<file path="src/rtl/mem_port_arbiter.sv">
// Shares one unified memory port between instruction fetch and data access.
// Data has priority, with a bounded data streak so fetch is never starved. One transaction is outstanding at a time.
module mem_port_arbiter #(
    parameter int unsigned XLEN         = 32,
    parameter int unsigned MAX_D_STREAK = 4
) (
    input  logic              clk,
    input  logic              reset,
    input  logic              if_req,
    input  logic [XLEN-1:0]   if_addr,
    input  logic              if_flush,
    output logic              if_ack,
    output logic [XLEN-1:0]   if_rdata,
    input  logic              d_req,
    input  logic              d_we,
    input  logic [XLEN-1:0]   d_addr,
    input  logic [XLEN-1:0]   d_wdata,
    input  logic [XLEN/8-1:0] d_be,
    output logic              d_ack,
    output logic [XLEN-1:0]   d_rdata,
    output logic              mem_req,
    output logic              mem_we,
    output logic [XLEN-1:0]   mem_addr,
    output logic [XLEN-1:0]   mem_wdata,
    output logic [XLEN/8-1:0] mem_be,
    input  logic              mem_ready,
    input  logic              mem_rvalid,
    input  logic [XLEN-1:0]   mem_rdata,
    output logic              busy
);

    localparam int unsigned BE_W = XLEN / 8;
    localparam int unsigned SW   = $clog2(MAX_D_STREAK + 1);
    localparam logic [SW-1:0] STREAK_MAX = SW'(MAX_D_STREAK);

    localparam logic [1:0] S_IDLE = 2'd0;
    localparam logic [1:0] S_REQ  = 2'd1;
    localparam logic [1:0] S_WAIT = 2'd2;
    localparam logic [1:0] S_RESP = 2'd3;

    logic [1:0]      state, state_nx;
    logic            owner_d, owner_d_nx;
    logic            drop, drop_nx;
    logic [SW-1:0]   d_streak, d_streak_nx;
    logic            mem_req_nx, mem_we_nx;
    logic [XLEN-1:0] mem_addr_nx, mem_wdata_nx;
    logic [BE_W-1:0] mem_be_nx;
    logic            if_ack_nx, d_ack_nx, busy_nx;
    logic [XLEN-1:0] if_rdata_nx, d_rdata_nx;
    logic            grant_d;
    logic            fetch_flush;

    // Next-state, arbitration and registered-output values
    always_comb begin
        state_nx     = state;
        owner_d_nx   = owner_d;
        drop_nx      = drop;
        d_streak_nx  = d_streak;
        mem_req_nx   = mem_req;
        mem_we_nx    = mem_we;
        mem_addr_nx  = mem_addr;
        mem_wdata_nx = mem_wdata;
        mem_be_nx    = mem_be;
        if_ack_nx    = 1'b0;
        d_ack_nx     = 1'b0;
        if_rdata_nx  = if_rdata;
        d_rdata_nx   = d_rdata;
        grant_d      = d_req && !(if_req && (d_streak == STREAK_MAX));
        fetch_flush  = !owner_d && if_flush;

        case (state)
            S_IDLE: begin
                if (d_req || if_req) begin
                    state_nx   = S_REQ;
                    mem_req_nx = 1'b1;
                    owner_d_nx = grant_d;
                    if (grant_d) begin
                        mem_we_nx    = d_we;
                        mem_addr_nx  = d_addr;
                        mem_wdata_nx = d_we ? d_wdata : '0;
                        mem_be_nx    = d_we ? d_be : '1;
                        // Streak only grows while fetch is actually waiting
                        if (if_req) begin
                            d_streak_nx = (d_streak == STREAK_MAX) ? d_streak : d_streak + SW'(1);
                        end else begin
                            d_streak_nx = '0;
                        end
                    end else begin
                        mem_we_nx    = 1'b0;
                        mem_addr_nx  = if_addr;
                        mem_wdata_nx = '0;
                        mem_be_nx    = '1;
                        d_streak_nx  = '0;
                    end
                end
            end
            S_REQ: begin
                if (fetch_flush) drop_nx = 1'b1;
                if (mem_ready) begin
                    state_nx   = S_WAIT;
                    mem_req_nx = 1'b0;
                end
            end
            S_WAIT: begin
                if (fetch_flush) drop_nx = 1'b1;
                if (mem_rvalid) begin
                    state_nx = S_RESP;
                    if (owner_d) begin
                        d_ack_nx = 1'b1;
                        if (!mem_we) d_rdata_nx = mem_rdata;
                    end else if (!(drop || if_flush)) begin
                        if_ack_nx   = 1'b1;
                        if_rdata_nx = mem_rdata;
                    end
                end
            end
            S_RESP: begin
                state_nx = S_IDLE;
                drop_nx  = 1'b0;
            end
            default: state_nx = S_IDLE;
        endcase

        busy_nx = (state_nx != S_IDLE);
    end

    always_ff @(posedge clk) begin
        if (reset) begin
            state     <= S_IDLE;
            owner_d   <= 1'b0;
            drop      <= 1'b0;
            d_streak  <= '0;
            mem_req   <= 1'b0;
            mem_we    <= 1'b0;
            mem_addr  <= '0;
            mem_wdata <= '0;
            mem_be    <= '0;
            if_ack    <= 1'b0;
            d_ack     <= 1'b0;
            if_rdata  <= '0;
            d_rdata   <= '0;
            busy      <= 1'b0;
        end else begin
            state     <= state_nx;
            owner_d   <= owner_d_nx;
            drop      <= drop_nx;
            d_streak  <= d_streak_nx;
            mem_req   <= mem_req_nx;
            mem_we    <= mem_we_nx;
            mem_addr  <= mem_addr_nx;
            mem_wdata <= mem_wdata_nx;
            mem_be    <= mem_be_nx;
            if_ack    <= if_ack_nx;
            d_ack     <= d_ack_nx;
            if_rdata  <= if_rdata_nx;
            d_rdata   <= d_rdata_nx;
            busy      <= busy_nx;
        end
    end

endmodule

</file>
<file path="config.mk">
export PLATFORM = sky130hd
export DESIGN_NAME = mem_port_arbiter
export DESIGN_NICKNAME = d
export VERILOG_FILES = /design/src/rtl/mem_port_arbiter.sv
export SDC_FILE = /design/constraint.sdc
export NUM_CORES = 1
export LEC_CHECK = 0
export ABC_CLOCK_PERIOD_IN_PS = 1750
export BUFFER_PORTS_ARGS = -buffer_cell sky130_fd_sc_hd__buf_2
export CAP_MARGIN = 10
export CORE_MARGIN = 2
export CORE_UTILIZATION = 47
export CTS_BUF_LIST = sky130_fd_sc_hd__clkbuf_8
export CTS_CLUSTER_SIZE = 8
export DETAILED_ROUTE_END_ITERATION = 7
export GPL_TIMING_DRIVEN = 0
export PLACE_DENSITY = 0.82
export SYNTH_ARGS = -nofsm -noshare
export SYNTH_HDL_FRONTEND = slang
export SYNTH_SLANG_ARGS = --single-unit
</file>
<file path="constraint.sdc">
create_clock -name clk -period 1.75 [get_ports clk]
set_input_delay 0.175 -clock clk [delete_from_list [all_inputs] [get_ports clk]]
set_output_delay 0.175 -clock clk [all_outputs]
set_load 0.005 [all_outputs]
</file>
# After elaboration in Yosys (flattened, before gate mapping)
# Index checks and enable logic that the tools add are counted.
# classes
reduce_logical	20
n_bitwise	5
n_addsub	1
mux	20
n_eq_ne	8
# ops
operator	n
32-bit 2-to-1 mux	3
3-bit 2-to-1 mux	3
4-bit 2-to-1 mux	2
2-bit one-hot mux with 4 select lines	1
4-bit AND reduction	2
1-bit 2-to-1 mux	6
2-bit 2-to-1 mux	3
3-bit AND reduction	2
2-bit nonzero test	3
1-bit inverter	5
2-bit equality test (second input constant)	2
2-bit inequality test (second input constant)	2
1-bit one-hot mux with 2 select lines	2
2-bit AND reduction	2
4-bit OR reduction	1
3-bit by 1-bit adder with 3-bit output (second input constant)	1
3-bit equality test (second input constant)	1
1-bit logical AND	3
3-bit inequality test (second input constant)	1
3-bit OR reduction	1
2-bit by 1-bit equality test with 1-bit output (second input constant)	1
1-bit logical NOT	2
2-bit logical NOT	1
1-bit logical OR	2
2 further kinds	2
# word_totals
output_inout_bits	137
reg_bits	144
inputBits	140
word_cells	68

# Longest topological paths before layout
# depth
depth_word	6
depth_mapped	8
depth_no_buf	6

# Least setup slack after synthesis
# No wires, ideal clock.
# synth_path
path_type	register to register
start	reg state[0]
end	reg if_rdata[25]
arrival_ps	1457
setup_ps	132
t_required_ps	1618
period_less_slack_ps	1590
path_stages_with_launch	9
path_slack_ps	160
cell_sequence	dfxtp_1 -> inv_1 -> ha_1 -> nand2_1 -> or4_1 -> buf_2 -> buf_6 -> nand2_1 -> a21oi_1
# synth_via
elab_chain_cells	2
# synth_lines
item	line	rtl
start: declaration	41	logic [1:0] state, state_nx;
start signal: assignment	144	state <= state_nx;
2-bit equality test	71	case (state)
4-bit AND reduction (no source line)	--	
end signal: assignment	155	if_rdata <= if_rdata_nx;
end: declaration	13	output logic [XLEN-1:0] if_rdata,
# No other way between the ends.
# A chain may end at the register's enable or synchronous reset.

# Final worst setup path
# layout_path
start	reg state[0]
end	reg d_rdata[8]
# layout_via
elab_chain_cells	2
# layout_lines
item	line	rtl
2-bit equality test	71	
4-bit AND reduction (no source line)	--	
end signal: assignment	156	d_rdata <= d_rdata_nx;
end: declaration	20	output logic [XLEN-1:0] d_rdata,
# No other way between the ends.

==> impl_metrics.toml <==
[route]
final_antenna_net_count = 0
vias_per_cell = 5.19
vias = 6260
detail_route.wl_per_cell_um = 15.6
drt_iter0_drc = 428
drc = 0
drtPass1Iterations = 5
drt-total-wl_mm = 18.9

[finish]
fin_nets = 1197
utilization_pct = 74.4
final_cell_mix = "buf_2, nand2_1, dfxtp_1"
diodes = 0
drive_gt1_share_pct = 33.5
final_common_cell = "buf_2"
areaGrowthSynthToFinish_pct = 56.2

[worst_hold_path]
hold_class = "primary input to flip-flop"

[yosys]
syn_inst = 657
yosysTopAreaCell = "dfxtp_1"
syn_nets = 803
syn_avg_cell_area_um2 = 8.20
ys_types = 32
yosysWarnings = 0
synth_top_area_share_pct = 53.5
netlist_area_um2 = 5390
synth_seq_area_share_pct = 53.5
synthTopCellsByArea = "dfxtp_1, nand2_1, a21oi_1, nor2_1, a211oi_1"
synth-seq-cells = 144

[timing]
fmax_ghz = 0.587
final.setup.worst_slack_ns = 0.0451
setup_viol = 0
rsz0062_at_grt = "yes"
worstMarginPinSlew_ns = 0.557
min_period_ns = 1.70
hold_viol = 0
slew_viol_final = 0
clock-skew-final_ns = 0.0126
post-route-period-util_pct = 97.4
max-slew-margin-rel_pct = 62.9

[critical_path]
cp_max_fo = 10
setup.worst_path.class = "flip-flop to flip-flop"
crit_path_start_kind = "flip-flop"
worstSetupEndpointType = "flip-flop"
critPathRequiredTime_ns = 2.06
worstPathArrival_ns = 2.02

[clocking]
clkSinkCount = 144
htree_levels = 4
cts_root_buf = "clkbuf_8"
numCtsBuffers = 17
path_clk_slew_ns = 0.08
clockBufferDepth = 2
clk_latency_ns = 0.45
cts_tree = "built"

[grt]
grt_pass1_vias = 6242
antenna_found_initial = 0
grt_util_all_layers_pct = 30.2
grt_max_degree = 17
grt_pass1_wl_mm = 30.1
grt_overflow_total = 0

[flow_run]
cap_violations = 0

[floorplanning]
start_util_pct = 47.6
die_height_um = 111
coreArea_um2 = 11300
io_pins = 277
dieArea_um2 = 12300
die_x_um = 111
rows = 39

[place]
gp_congestion = 0.885
io_buffers = 274
hpwl_mm = 12.0
pre_cts_ws_ns = -0.143

[power]
p_per_area_nw_per_um2 = 850
leakage_nw = 3.90
peakVddDrop_mv = 0.611

[status]
status = "finished clean"
==> stage by stage <==
stage / setup TNS (ns) / std cells / instance area, um2 / hold WS [ns] / power (W)
finish: 0 / 1207 / 8420 / 0.0416 / 0.00715
global route: -0.160 / 1207 / 8420 / 0.0275 / 0.00748
CTS: -0.835 / 1206 / 8340 / 0.0133 / 0.00710
detailed placement: -5.90 / 1074 / 6940 / 0.417 / 0.00454
global placement: -3.67 / 1074 / 6940 / 0.408 / 0.00453
floorplan: 0 / 657 / 5390 / 0.311 / 0.00408
==> synth_stat cells, drive strengths merged <==
library cell,number
nand3,2
nor2,83
or2,1
o21a,1
a22o,1
and4,1
o21ai,4
clkbuf,21
a22oi,33
dfxtp,144
buf,33
nand4,2
a31oi,1
and2,1
nor4,1
a211oi,33
inv,5
nor3,4
a21oi,103
nor2b,2
or3,1
nand4b,1
nand2,169
ha,6
a21o,1
o2bb2a,1
o22ai,1
or4,1
==> layer usage <==
metal  GRT usage [%]  vias up  part of all wire (%)
met4            18.0        0                   4.8
met5               0        -                     0
met2            51.3      338                    48
met1            34.3     2843                    40
met3            7.38       82                   7.6
li1                -     2997                     -
==> cell type report <==
type	instances	area, um2
Buffer	53	310
Clock buffer	19	262
Clock inverter	13	98.8
Fill cell	821	2900
Inverter	5	18.8
Multi-Input combinational cell	454	2270
Sequential cell	144	2890
Tap cell	143	179
Timing Repair Buffer	376	2400
==> worst paths after layout <==
path | start | to | slack (ns) | depth (start not counted)
hold / removal | d_addr[8] | mem_addr[8] | 0.04 | 3
setup / recovery | state[0] | d_rdata[8] | 0.05 | 8
setup reg to reg | state[0] | d_rdata[8] | 0.05 | 8
hold reg to reg | if_rdata[13] | if_rdata[13] | 0.45 | 2
==> critical path, stage by stage (launching register included) <==
cell and delay, ns:
dfxtp_2 0.35, inv_2 0.09, ha_4 0.18, nand3_1 0.12, or2_2 0.29, clkbuf_1 0.15, clkbuf_4 0.21, nand2_1 0.09
a21oi_1 0.07
==> sequential cells by signal, indices dropped and copies added (netlist names) <==
signal	flops
mem_be	4
d_rdata	32
state	2
owner_d	1
mem_req	1
d_ack	1
busy	1
if_rdata	32
if_ack	1
mem_wdata	32
drop	1
mem_we	1
mem_addr	32
d_streak	3
==> kinds of logic (layout without fill, tap and decap cells) <==
family,count (synthesis),count (layout),share of synthesized area [%]
AND/OR/NAND/NOR,269,269,19.7
AO/OA/AOI/OAI,179,179,20.1
flip-flops,144,144,53.5
buffers and inverters,59,466,5.36
adder cells (fa/ha/maj),6,6,1.39
==> report_power, final <==
part           switching (W)  total [W]  internal [W]  leakage (nW)
Clock                0.00124    0.00241       0.00117         0.183
Sequential         0.0000895    0.00352       0.00343          1.17
Combinational       0.000618    0.00122      0.000601          2.54
==> timing repair <==
item,in CTS,in global routing
buffers inserted,0,2
endpoints found under the hold margin,130,0
resized for setup,12,26
hold buffers,100,0
setup endpoints to repair,88,127
Note: power is estimated with default switching activity, not from simulation.
